## src/rtl/stream_arb_pkg.sv

```systemverilog
// Shared definitions for the stream arbiter/mux.
//   clog2()            : ceiling log2 helper for parameter math
//   MODE_SEL / MODE_RR : selection mode encodings
//   *_MIN / *_MAX      : legal ranges for CHANNELS and WIDTH
//   state_e            : output register occupancy
package stream_arb_pkg;

  localparam int MODE_SEL  = 0;
  localparam int MODE_RR   = 1;

  localparam int CH_MIN    = 2;
  localparam int CH_MAX    = 16;
  localparam int WIDTH_MIN = 1;

  typedef enum logic {
    ST_EMPTY = 1'b0,
    ST_FULL  = 1'b1
  } state_e;

  function automatic int clog2(input int n);
    int r;
    r = 0;
    while ((1 << r) < n) r++;
    return r;
  endfunction

endpackage

```

## src/rtl/rr_arbiter.sv

```systemverilog
// Round-robin grant picker.
//   req         : per-channel request vector
//   last        : most recently served channel; search starts at last+1
//   enable      : when low, no grant is issued
//   grant       : index of the winning channel
//   grant_valid : a channel was found and enable is high
module rr_arbiter #(
  parameter int CHANNELS = 2,
  parameter int SEL_W    = 1
) (
  input  logic [CHANNELS-1:0] req,
  input  logic [SEL_W-1:0]    last,
  input  logic                enable,
  output logic [SEL_W-1:0]    grant,
  output logic                grant_valid
);

  logic w_found;
  int   w_idx;

  // Walk CHANNELS positions upward from last+1 with wrap; first hit wins.
  always_comb begin
    w_found = 1'b0;
    w_idx   = 0;
    grant   = '0;
    for (int k = 1; k <= CHANNELS; k++) begin
      w_idx = (int'(last) + k) % CHANNELS;
      if (!w_found && req[w_idx]) begin
        w_found = 1'b1;
        grant   = SEL_W'(w_idx);
      end
    end
  end

  assign grant_valid = enable & w_found;

endmodule

```

## src/rtl/stream_arb_mux.sv

```systemverilog
// N-to-1 stream multiplexer with a one-entry registered output stage.
// MODE_SEL: sel chooses the channel. MODE_RR: round-robin over valid channels.
//   clk, rst  : clock, synchronous active-high reset
//   in_data   : packed channel data, channel i at [i*WIDTH +: WIDTH]
//   in_valid  : per-channel valid
//   in_ready  : per-channel ready, one-hot or zero
//   sel       : channel select (MODE_SEL only)
//   out_data  : registered data of the accepted word
//   out_valid : output register holds a word
//   out_ready : downstream accepts the word
//   out_chan  : channel that supplied out_data
module stream_arb_mux
  import stream_arb_pkg::*;
#(
  parameter int WIDTH    = 2,
  parameter int CHANNELS = 2,
  parameter int MODE     = MODE_SEL,
  localparam int SEL_W   = (clog2(CHANNELS) > 1) ? clog2(CHANNELS) : 1
) (
  input  logic                      clk,
  input  logic                      rst,
  input  logic [CHANNELS*WIDTH-1:0] in_data,
  input  logic [CHANNELS-1:0]       in_valid,
  output logic [CHANNELS-1:0]       in_ready,
  input  logic [SEL_W-1:0]          sel,
  output logic [WIDTH-1:0]          out_data,
  output logic                      out_valid,
  input  logic                      out_ready,
  output logic [SEL_W-1:0]          out_chan
);

  state_e           r_state;
  logic [WIDTH-1:0] r_data;
  logic [SEL_W-1:0] r_chan;
  logic [SEL_W-1:0] r_last;

  logic             w_load_en;
  logic             w_gnt_vld;
  logic [SEL_W-1:0] w_gnt_idx;
  logic             w_xfer;
  logic [WIDTH-1:0] w_sel_data;

  // Reset also blocks loading so in_ready stays low while rst is high.
  assign w_load_en = ((r_state == ST_EMPTY) | out_ready) & ~rst;

  generate
    if (MODE == MODE_RR) begin : g_rr
      logic w_unused_sel;
      assign w_unused_sel = ^sel;

      rr_arbiter #(
        .CHANNELS (CHANNELS),
        .SEL_W    (SEL_W)
      ) u_rr (
        .req         (in_valid),
        .last        (r_last),
        .enable      (~rst),
        .grant       (w_gnt_idx),
        .grant_valid (w_gnt_vld)
      );
    end else begin : g_sel
      logic w_unused_last;
      assign w_unused_last = ^r_last;

      // Out-of-range sel simply matches no channel.
      always_comb begin
        w_gnt_vld = 1'b0;
        w_gnt_idx = '0;
        for (int i = 0; i < CHANNELS; i++) begin
          if (sel == SEL_W'(i) && in_valid[i]) begin
            w_gnt_vld = 1'b1;
            w_gnt_idx = SEL_W'(i);
          end
        end
      end
    end
  endgenerate

  always_comb begin
    in_ready = '0;
    for (int i = 0; i < CHANNELS; i++)
      in_ready[i] = w_load_en & w_gnt_vld & (w_gnt_idx == SEL_W'(i));
  end

  // Data only feeds the output register, so no in_data->output comb path.
  always_comb begin
    w_sel_data = '0;
    for (int i = 0; i < CHANNELS; i++)
      if (w_gnt_idx == SEL_W'(i)) w_sel_data = in_data[i*WIDTH +: WIDTH];
  end

  assign w_xfer = w_load_en & w_gnt_vld;

  always_ff @(posedge clk) begin
    if (rst) begin
      r_state <= ST_EMPTY;
      r_data  <= '0;
      r_chan  <= '0;
      r_last  <= SEL_W'(CHANNELS - 1);
    end else begin
      case (r_state)
        ST_EMPTY: begin
          if (w_xfer) begin
            r_state <= ST_FULL;
            r_data  <= w_sel_data;
            r_chan  <= w_gnt_idx;
            r_last  <= w_gnt_idx;
          end
        end
        ST_FULL: begin
          if (w_xfer) begin
            r_data  <= w_sel_data;
            r_chan  <= w_gnt_idx;
            r_last  <= w_gnt_idx;
          end else if (out_ready) begin
            r_state <= ST_EMPTY;
          end
        end
        default: r_state <= ST_EMPTY;
      endcase
    end
  end

  assign out_valid = (r_state == ST_FULL);
  assign out_data  = r_data;
  assign out_chan  = r_chan;

endmodule

```

## config.mk

```make
export PLATFORM = sky130hd
export DESIGN_NAME = stream_arb_mux
export DESIGN_NICKNAME = d
export VERILOG_FILES = /design/src/rtl/stream_arb_pkg.sv /design/src/rtl/rr_arbiter.sv /design/src/rtl/stream_arb_mux.sv
export SDC_FILE = /design/constraint.sdc
export NUM_CORES = 1
export LEC_CHECK = 0
export ABC_AREA = 0
export CAP_MARGIN = 40
export CORE_AREA = 2 2 39 41
export CTS_CLUSTER_SIZE = 24
export DETAILED_ROUTE_END_ITERATION = 16
export DIE_AREA = 0 0 41 43
export HOLD_SLACK_MARGIN = 0.15
export PLACE_DENSITY = 0.55
export SLEW_MARGIN = 25
export SYNTH_ARGS = -nofsm -noshare
export SYNTH_HDL_FRONTEND = slang
export SYNTH_SLANG_ARGS = --single-unit
```

## constraint.sdc

```tcl
create_clock -name clk -period 1.35 [get_ports clk]
set_input_delay 0.2025 -clock clk [delete_from_list [all_inputs] [get_ports clk]]
set_output_delay 0.2025 -clock clk [all_outputs]
set_load 0.02 [all_outputs]
```

# After elaboration in Yosys (flattened, before gate mapping)
# Cells that the tools add are included.
# W data, S select, Z words.
[word_totals] wordCells=24 out_inout_bits=6 in_bits=10 ram_bits=0 mem_bits_ro=0 latchBits=0 memories=0 register_bits=4
[op_classes] mux=10 n_eq_ne=0 n_addsub=0 n_bitwise=9 n_reduce_logical=2 order_cmp=0 shifts=0 multipliers=0 div=0
[ops] operator="$mux W1" n=7
[ops] operator="$and A1 B1 Y1" n=4
[ops] operator="$mux W2" n=2
[ops] operator="$not A1 Y1" n=4
[ops] operator="$logic_and A1 B1 Y1" n=2
[ops] operator="$pmux W1 S2" n=1
[ops] operator="$or A1 B1 Y1" n=1

# Longest topological paths before layout
# Gate-level depths: netlist of run 1.
[depth] word_depth=7 depth_mapped=4 depth_no_buf=4

# Worst setup path before layout of run 1
# Ideal clock, no wire load.
[synth_path] path_type="register to output" startpoint="register r_state (netlist: out_valid)" endpoint="output port in_ready[0]" setup_slack_ps=-206 arrival_ps=1354 stages_incl_launch_ff=3 required_time_ps=1148 path_buffers=0 cell_sequence="dfxtp_1 -> and2b_2 -> nor4b_1"
[synth_between] elab_chain_cells=5
[synth_rtl] item="start: declaration" line_no="stream_arb_mux.sv:32" rtl="state_e r_state;"
[synth_rtl] item="start signal: assignment" line_no="stream_arb_mux.sv:96" rtl="r_state <= ST_EMPTY;"
[synth_rtl] item="start signal: assignment" line_no="stream_arb_mux.sv:104" rtl="r_state <= ST_FULL;"
[synth_rtl] item="start signal: assignment" line_no="stream_arb_mux.sv:116" rtl="r_state <= ST_EMPTY;"
[synth_rtl] item="$not A1 Y1"
[synth_rtl] item="$or A1 B1 Y1" line_no="stream_arb_mux.sv:44" rtl="assign w_load_en = ((r_state == ST_EMPTY) | out_ready) & ~rst;"
[synth_rtl] item="$and A1 B1 Y1" line_no="stream_arb_mux.sv:44"
[synth_rtl] item="$and A1 B1 Y1 (2 in a row)" line_no="stream_arb_mux.sv:82" rtl="in_ready[i] = w_load_en & w_gnt_vld & (w_gnt_idx == SEL_W'(i));"
[synth_rtl] item="end: declaration" line_no="stream_arb_mux.sv:24" rtl="output logic [CHANNELS-1:0] in_ready,"
# No other way between the ends.

# Worst setup path in the final report of run 1
# Ends and elaborated chain as after synthesis.

==> results.json, run 1 <==
{
  "cts.sinks": 4,
  "clk_pin_slew_ns": 0.03,
  "crit_required_ns": 1.15,
  "final-max-slew-violation-count": 0,
  "dp_hpwl_microns": 558,
  "rsz0062_at_grt": "yes",
  "wirelength_microns": 674,
  "cts_tree": "built",
  "dieHeight_microns": 43,
  "layout.cells.non_filler": 67,
  "cts-hold-fix-buffers": 0,
  "root_buffer": "clkbuf_4",
  "p_clk_frac": 0.361,
  "p_per_area_nw_per_um2": 824,
  "vias": 281,
  "synthCells": 24,
  "synth_edf_count": 0,
  "die_w_microns": 41,
  "fin_ws_ns": 0.00938,
  "post_cts_buffers": 0,
  "cp-start-kind": "flip-flop",
  "layout-drive-gt1-share": 0.373,
  "finalCritPeriodShare": 0.993,
  "reg2reg_from": "out_valid",
  "clock-skew-final_ns": 0.000228,
  "worstHoldPathType": "input port to flip-flop",
  "die-area_sq_um": 1760,
  "htreeDepth": 1,
  "hp-start": "in_valid[1]",
  "worstPathMaxFanout": 3,
  "hold_viol": 0,
  "switching_share": 0.266,
  "mostFrequentLayoutCells": "10 x buf_4, 5 x clkdlybuf4s50_1, 5 x dlygate4sd2_1",
  "crit_family": "simple AND/OR/NAND/NOR gates",
  "grt_pass1_vias": 281,
  "synth-async-reset-ratio": 0,
  "hold_depth": 4,
  "dp_slack_ns": -0.619,
  "seqPwrFrac": 0.327,
  "final_cell_area_sq_um": 493,
  "slew_headroom": 0.831,
  "syn_nets": 34,
  "rows": 14,
  "ys_top_cells_by_area": "dfxtp_1 38%, a311oi_1 8.4%, nor3_4 7.8%",
  "outcome": "completed",
  "avgSynthCellArea_sq_um": 8.71,
  "numCtsBuffers": 3,
  "setup_viol": 0,
  "power.total_mw": 0.406,
  "post-route-min-period_ns": 1.34,
  "whs_ns": 0.422,
  "antenna_found_initial": 0,
  "synth_seq_cells": 4,
  "syn2layout_area_growth_pct": 136,
  "synth_top_area_frac": 0.383,
  "syn_area_sq_um": 209,
  "crit_path_end_kind": "output port",
  "vias_per_cell": 4.19,
  "grt_overflow_total": 0,
  "clk_latency_ns": 0.23,
  "synth_cell_types": 14,
  "p_leak_nw": 0.252,
  "critPathBufInv": 1,
  "fillers": 157,
  "criticalPathCategory": "flip-flop to output port",
  "p_comb_frac": 0.312,
  "yosysTopAreaCell": "dfxtp_1",
  "crit_arrival_ns": 1.14,
  "slowest_delay_ns": 0.30,
  "hold_path_end": "out_data[0]",
  "worstMarginPinSlew_ns": 0.249,
  "wl_per_cell_microns": 10.1,
  "p_int_mw": 0.298,
  "dpl.cell_count": 64,
  "crit_chain": "and2b_2, nor4b_4, buf_4",
  "yosysWarnings": 0,
  "nNetsFinal": 63,
  "fmax_mhz": 746,
  "rrSetupSlack_ns": 0.16,
  "grt_max_degree": 5,
  "grt.total_usage": 0.0966,
  "rr_endpoint": "out_data[1]",
  "dpl_cell_area_sq_um": 453,
  "initial_utilization": 0.151,
  "irDropWorstVdd_mv": 0.437,
  "p_switching_mw": 0.108,
  "drv_cap": 0,
  "ys.flop_type": "dfxtp_1",
  "coreArea_sq_um": 1380,
  "layout_commonest_cell": "buf_4",
  "final_antenna_net_count": 0,
  "place.port_buffers": 15,
  "diodes": 0,
  "drtPass1Iterations": 1,
  "drc": 0,
  "cpMaxStageDelayCell": "dfxtp_1",
  "drtIter0Drc": 0,
  "gp_congestion": 0.739,
  "grt_pass1_wl_microns": 1100,
  "ioPinCount": 16,
  "seq_area_frac_synth": 0.383,
  "ff2ff_path_depth": 5,
  "cts_buffer_depth": 2
}
flip-flops by register name, indices dropped and copies added (netlist names):
register	cells
out_data	2
out_valid	1
out_chan	1
power by group through the flow:
stage                     clock (mW)  sequential (mW)  combinational [mW]
after CTS                      0.154            0.133               0.122
after global routing           0.165            0.134               0.138
after global placement             0            0.135               0.128
after detailed placement           0            0.135               0.129
final                          0.147            0.133               0.127
after floorplan                    0            0.146              0.0348
logic make-up (layout without fill, tap and decap cells):
logic type      after synthesis  after routing  share of synthesized area
simple gates                 14             14                      0.389
compound gates                5              5                      0.180
flops                         4              4                      0.383
mux                           1              1                     0.0479
buf+inv                       0             27                          0
final cells by class:
cell class | count | area, sq um | area share
Sequential cell | 4 | 80.1 | 0.162
Clock buffer | 3 | 22.5 | 0.0457
Multi-Input combinational cell | 20 | 153 | 0.310
Tap cell | 16 | 20.0 | 0.0406
Timing Repair Buffer | 24 | 218 | 0.442
synth_stat cells, types with 2 or more instances:
cell type / number
a311oi_1: 2
dfxtp_1: 4
nand3_1: 2
nand2_1: 4
nor2_1: 3
how the worst max path moves through the flow:
stage	slack [ns]	depth (start not counted)	from	to
2_1_floorplan	0.03	2	out_valid	in_ready[1]
3_3_place_gp	-0.63	4	out_ready	in_ready[0]
3_5_place_dp	-0.62	4	out_ready	in_ready[0]
4_1_cts	-0.08	3	out_valid	in_ready[0]
5_1_grt	-0.05	3	out_valid	in_ready[0]
6_report	0.009	3	out_valid	in_ready[0]
routing by layer:
| layer | part of all wire | global-route usage | wire length (microns) |
|---|---|---|---|
| met4 | 0 | 0.0200 | 0 |
| met2 | 0.51 | 0.141 | 345 |
| met5 | 0 | 0 | 0 |
| met3 | 0.086 | 0.0785 | 58 |
| met1 | 0.40 | 0.107 | 270 |
repair_timing:
item                                    CTS  global route
hold endpoints to repair                  0             0
resized for setup                        16             8
endpoints found under the setup margin    8             4
pin swaps                                 1             4
worst reg2reg max path, stage by stage (launching register included):
cell      delay, ns
dfxtp_1        0.30
and2b_2        0.22
buf_4          0.14
nor3_4         0.17
nor2_1         0.06
a311oi_1       0.20
stage by stage:
step,utilization,setup TNS [ns]
2_1_floorplan,-,0
3_3_place_gp,0.327,-1.90
3_5_place_dp,0.327,-1.92
4_1_cts,0.335,-0.119
5_1_grt,0.356,-0.0464
6_report,0.356,0
(Power assumes the default switching activity.)
==> run 2, diff against run 1 <==
ABC_CLOCK_PERIOD_IN_PS = 1350   (was default)
==> results of run 2 <==
No change in the layout: final DEF, timing and power equal those of run 1.
==> run 3, diff against run 2 <==
ABC_CLOCK_PERIOD_IN_PS = 1500   (was 1350)
clock period = 1.5 ns   (was 1.35 ns; I/O delays follow)
==> run 3 against run 2 <==
Against the previous run: worst setup slack improved by 0.058 ns; non-clock buffer count fell by 1; via count fell by 3.2%; largest power group unchanged; flip-flop and latch count did not move; die area did not move; count of clock-buffer cells in the layout did not move; clock skew rose by 0.0014 ns; critical path depth did not move; register-to-register slack improved by 0.09 ns; design area fell by 5.3%.
==> results.json, run 3 (synthesis results as in run 1) <==
{
  "outcome": "completed",
  "fmax_mhz": 698,
  "die_w_microns": 41,
  "reg2reg_from": "out_valid",
  "dp_hpwl_microns": 534,
  "crit_family": "simple AND/OR/NAND/NOR gates",
  "wl_met3_microns": 42,
  "grt_pass1_wl_microns": 1110,
  "final_antenna_net_count": 0,
  "cts_buffer_depth": 2,
  "wirelength_microns": 663,
  "cts-hold-fix-buffers": 0,
  "slew_headroom": 0.790,
  "rsz0062_at_grt": "no",
  "criticalPathCategory": "flip-flop to output port",
  "post-route-min-period_ns": 1.43,
  "largest_reg_flops": 2,
  "crit_arrival_ns": 1.21,
  "rows": 14,
  "seqPwrFrac": 0.326,
  "cp-startpoint": "out_valid",
  "root_buffer": "clkbuf_4",
  "worstHoldPathType": "input port to flip-flop",
  "met2_length_microns": 327,
  "crit_required_ns": 1.27,
  "vias_per_cell": 4.12,
  "htreeDepth": 1,
  "diodes": 0,
  "drtIter0Drc": 10,
  "endpoint": "in_ready[0]",
  "mostFrequentLayoutCells": "11 x clkdlybuf4s50_1, 9 x buf_4, 4 x nand2_1, 4 x dfxtp_1",
  "drv_cap": 0,
  "wl_per_cell_microns": 10.0,
  "cts.sinks": 4,
  "p_comb_frac": 0.304,
  "crit_path_end_kind": "output port",
  "p_per_area_nw_per_um2": 787,
  "hold_viol": 0,
  "setup_viol": 0,
  "dpl_cell_area_sq_um": 445,
  "p_switching_mw": 0.0983,
  "slowest_delay_ns": 0.30,
  "power.total_mw": 0.367,
  "drtPass1Iterations": 4,
  "layout_commonest_cell": "clkdlybuf4s50_1",
  "cp.depth": 3,
  "layout-drive-gt1-share": 0.340,
  "grt_overflow_total": 0,
  "rrSetupSlack_ns": 0.25,
  "coreArea_sq_um": 1380,
  "clk_pin_slew_ns": 0.04,
  "finalCritPeriodShare": 0.955,
  "cts_tree": "built",
  "antenna_found_initial": 0,
  "dieHeight_microns": 43,
  "syn2layout_area_growth_pct": 123,
  "met1_length_microns": 288,
  "place.port_buffers": 15,
  "critPathBufInv": 1,
  "switching_share": 0.267,
  "nNetsFinal": 62,
  "ioPinCount": 16,
  "fillers": 159,
  "irDropWorstVdd_mv": 0.246,
  "clk_latency_ns": 0.23,
  "vias": 272,
  "rr_endpoint": "out_data[1]",
  "worstPathMaxFanout": 3,
  "post_cts_buffers": 0,
  "grt_max_degree": 5,
  "die-area_sq_um": 1760,
  "ff2ff_path_depth": 5,
  "final_cell_area_sq_um": 467,
  "final-max-slew-violation-count": 0,
  "clock-skew-final_ns": 0.00164,
  "numCtsBuffers": 3,
  "cp-start-kind": "flip-flop",
  "crit_chain": "and2b_2, nor4b_2, buf_4",
  "p_leak_nw": 0.213,
  "maxUsedRoutingLayer": "met4",
  "grt.total_usage": 0.0995,
  "grt_pass1_vias": 272,
  "final_util": 0.337,
  "initial_utilization": 0.151,
  "worstMarginPinSlew_ns": 0.306,
  "gp_congestion": 0.743,
  "p_clk_frac": 0.370,
  "drc": 0,
  "p_int_mw": 0.269,
  "cpMaxStageDelayCell": "dfxtp_1"
}
==> run 3: cell types whose count changed in the layout (fill, tap and decap cells not counted), sizes merged <==
| cell | previous run | this run |
|---|---|---|
| buf | 11 | 10 |
| dlymetal6s2s | 3 | 1 |
| dlygate4sd2 | 5 | 1 |
| clkdlybuf4s50 | 5 | 11 |
==> run 3: stage by stage <==
step / setup TNS (ns) / std cells / hold slack [ns] / setup slack, ns
finish: 0 / 66 / 0.472 / 0.0671
global route: 0 / 66 / 0.499 / 0.00707
CTS: 0 / 66 / 0.478 / 0.0315
detailed placement: -1.35 / 63 / 0.490 / -0.517
global placement: -1.33 / 63 / 0.488 / -0.528
floorplan: 0 / 24 / 0.294 / 0.157
==> run 3: worst min path at each step <==
stage | startpoint | to | depth (start not counted) | slack, ns
detailed placement | out_data[1] | out_data[1] | 2 | 0.49
global placement | out_data[0] | out_data[0] | 2 | 0.49
finish | out_ready | out_valid | 3 | 0.47
floorplan | rst | out_valid | 1 | 0.29
CTS | out_ready | out_valid | 3 | 0.48
global route | out_ready | out_valid | 3 | 0.50
==> run 3: worst reg2reg max path: cells and delay by family, from the launching register on <==
family | cells | cell delay, ns
DFF | 1 | 0.30
and+or+nand+nor | 3 | 0.49
AOI/OAI and AO/OA | 1 | 0.23
buffers and inverters | 1 | 0.14
==> run 3: what timing repair did <==
item                                    CTS  global route
gates resized for setup                  11             3
pin swaps                                 1             0
endpoints found under the setup margin    2             2
==> run 3: power by group through the flow <==
stage | combinational (mW) | sequential, mW | clock, mW
3_5_place_dp | 0.114 | 0.121 | 0
4_1_cts | 0.111 | 0.120 | 0.141
2_1_floorplan | 0.0313 | 0.132 | 0
3_3_place_gp | 0.113 | 0.121 | 0
5_1_grt | 0.121 | 0.121 | 0.149
6_report | 0.112 | 0.120 | 0.136
==> run 3: final cells by class <==
class,instances,area [sq um],area share
clock buffer,3,22.5,0.0483
tap,16,20.0,0.0429
sequential,4,80.1,0.172
timing repair buffer,23,204,0.437
multi-input combinational,20,140,0.300
==> run 3: metal layers <==
metal | up-vias | GRT usage
met4 | 0 | 0.0800
met2 | 8 | 0.141
li1 | 143 | -
met5 | - | 0
met1 | 119 | 0.103
met3 | 2 | 0.0524
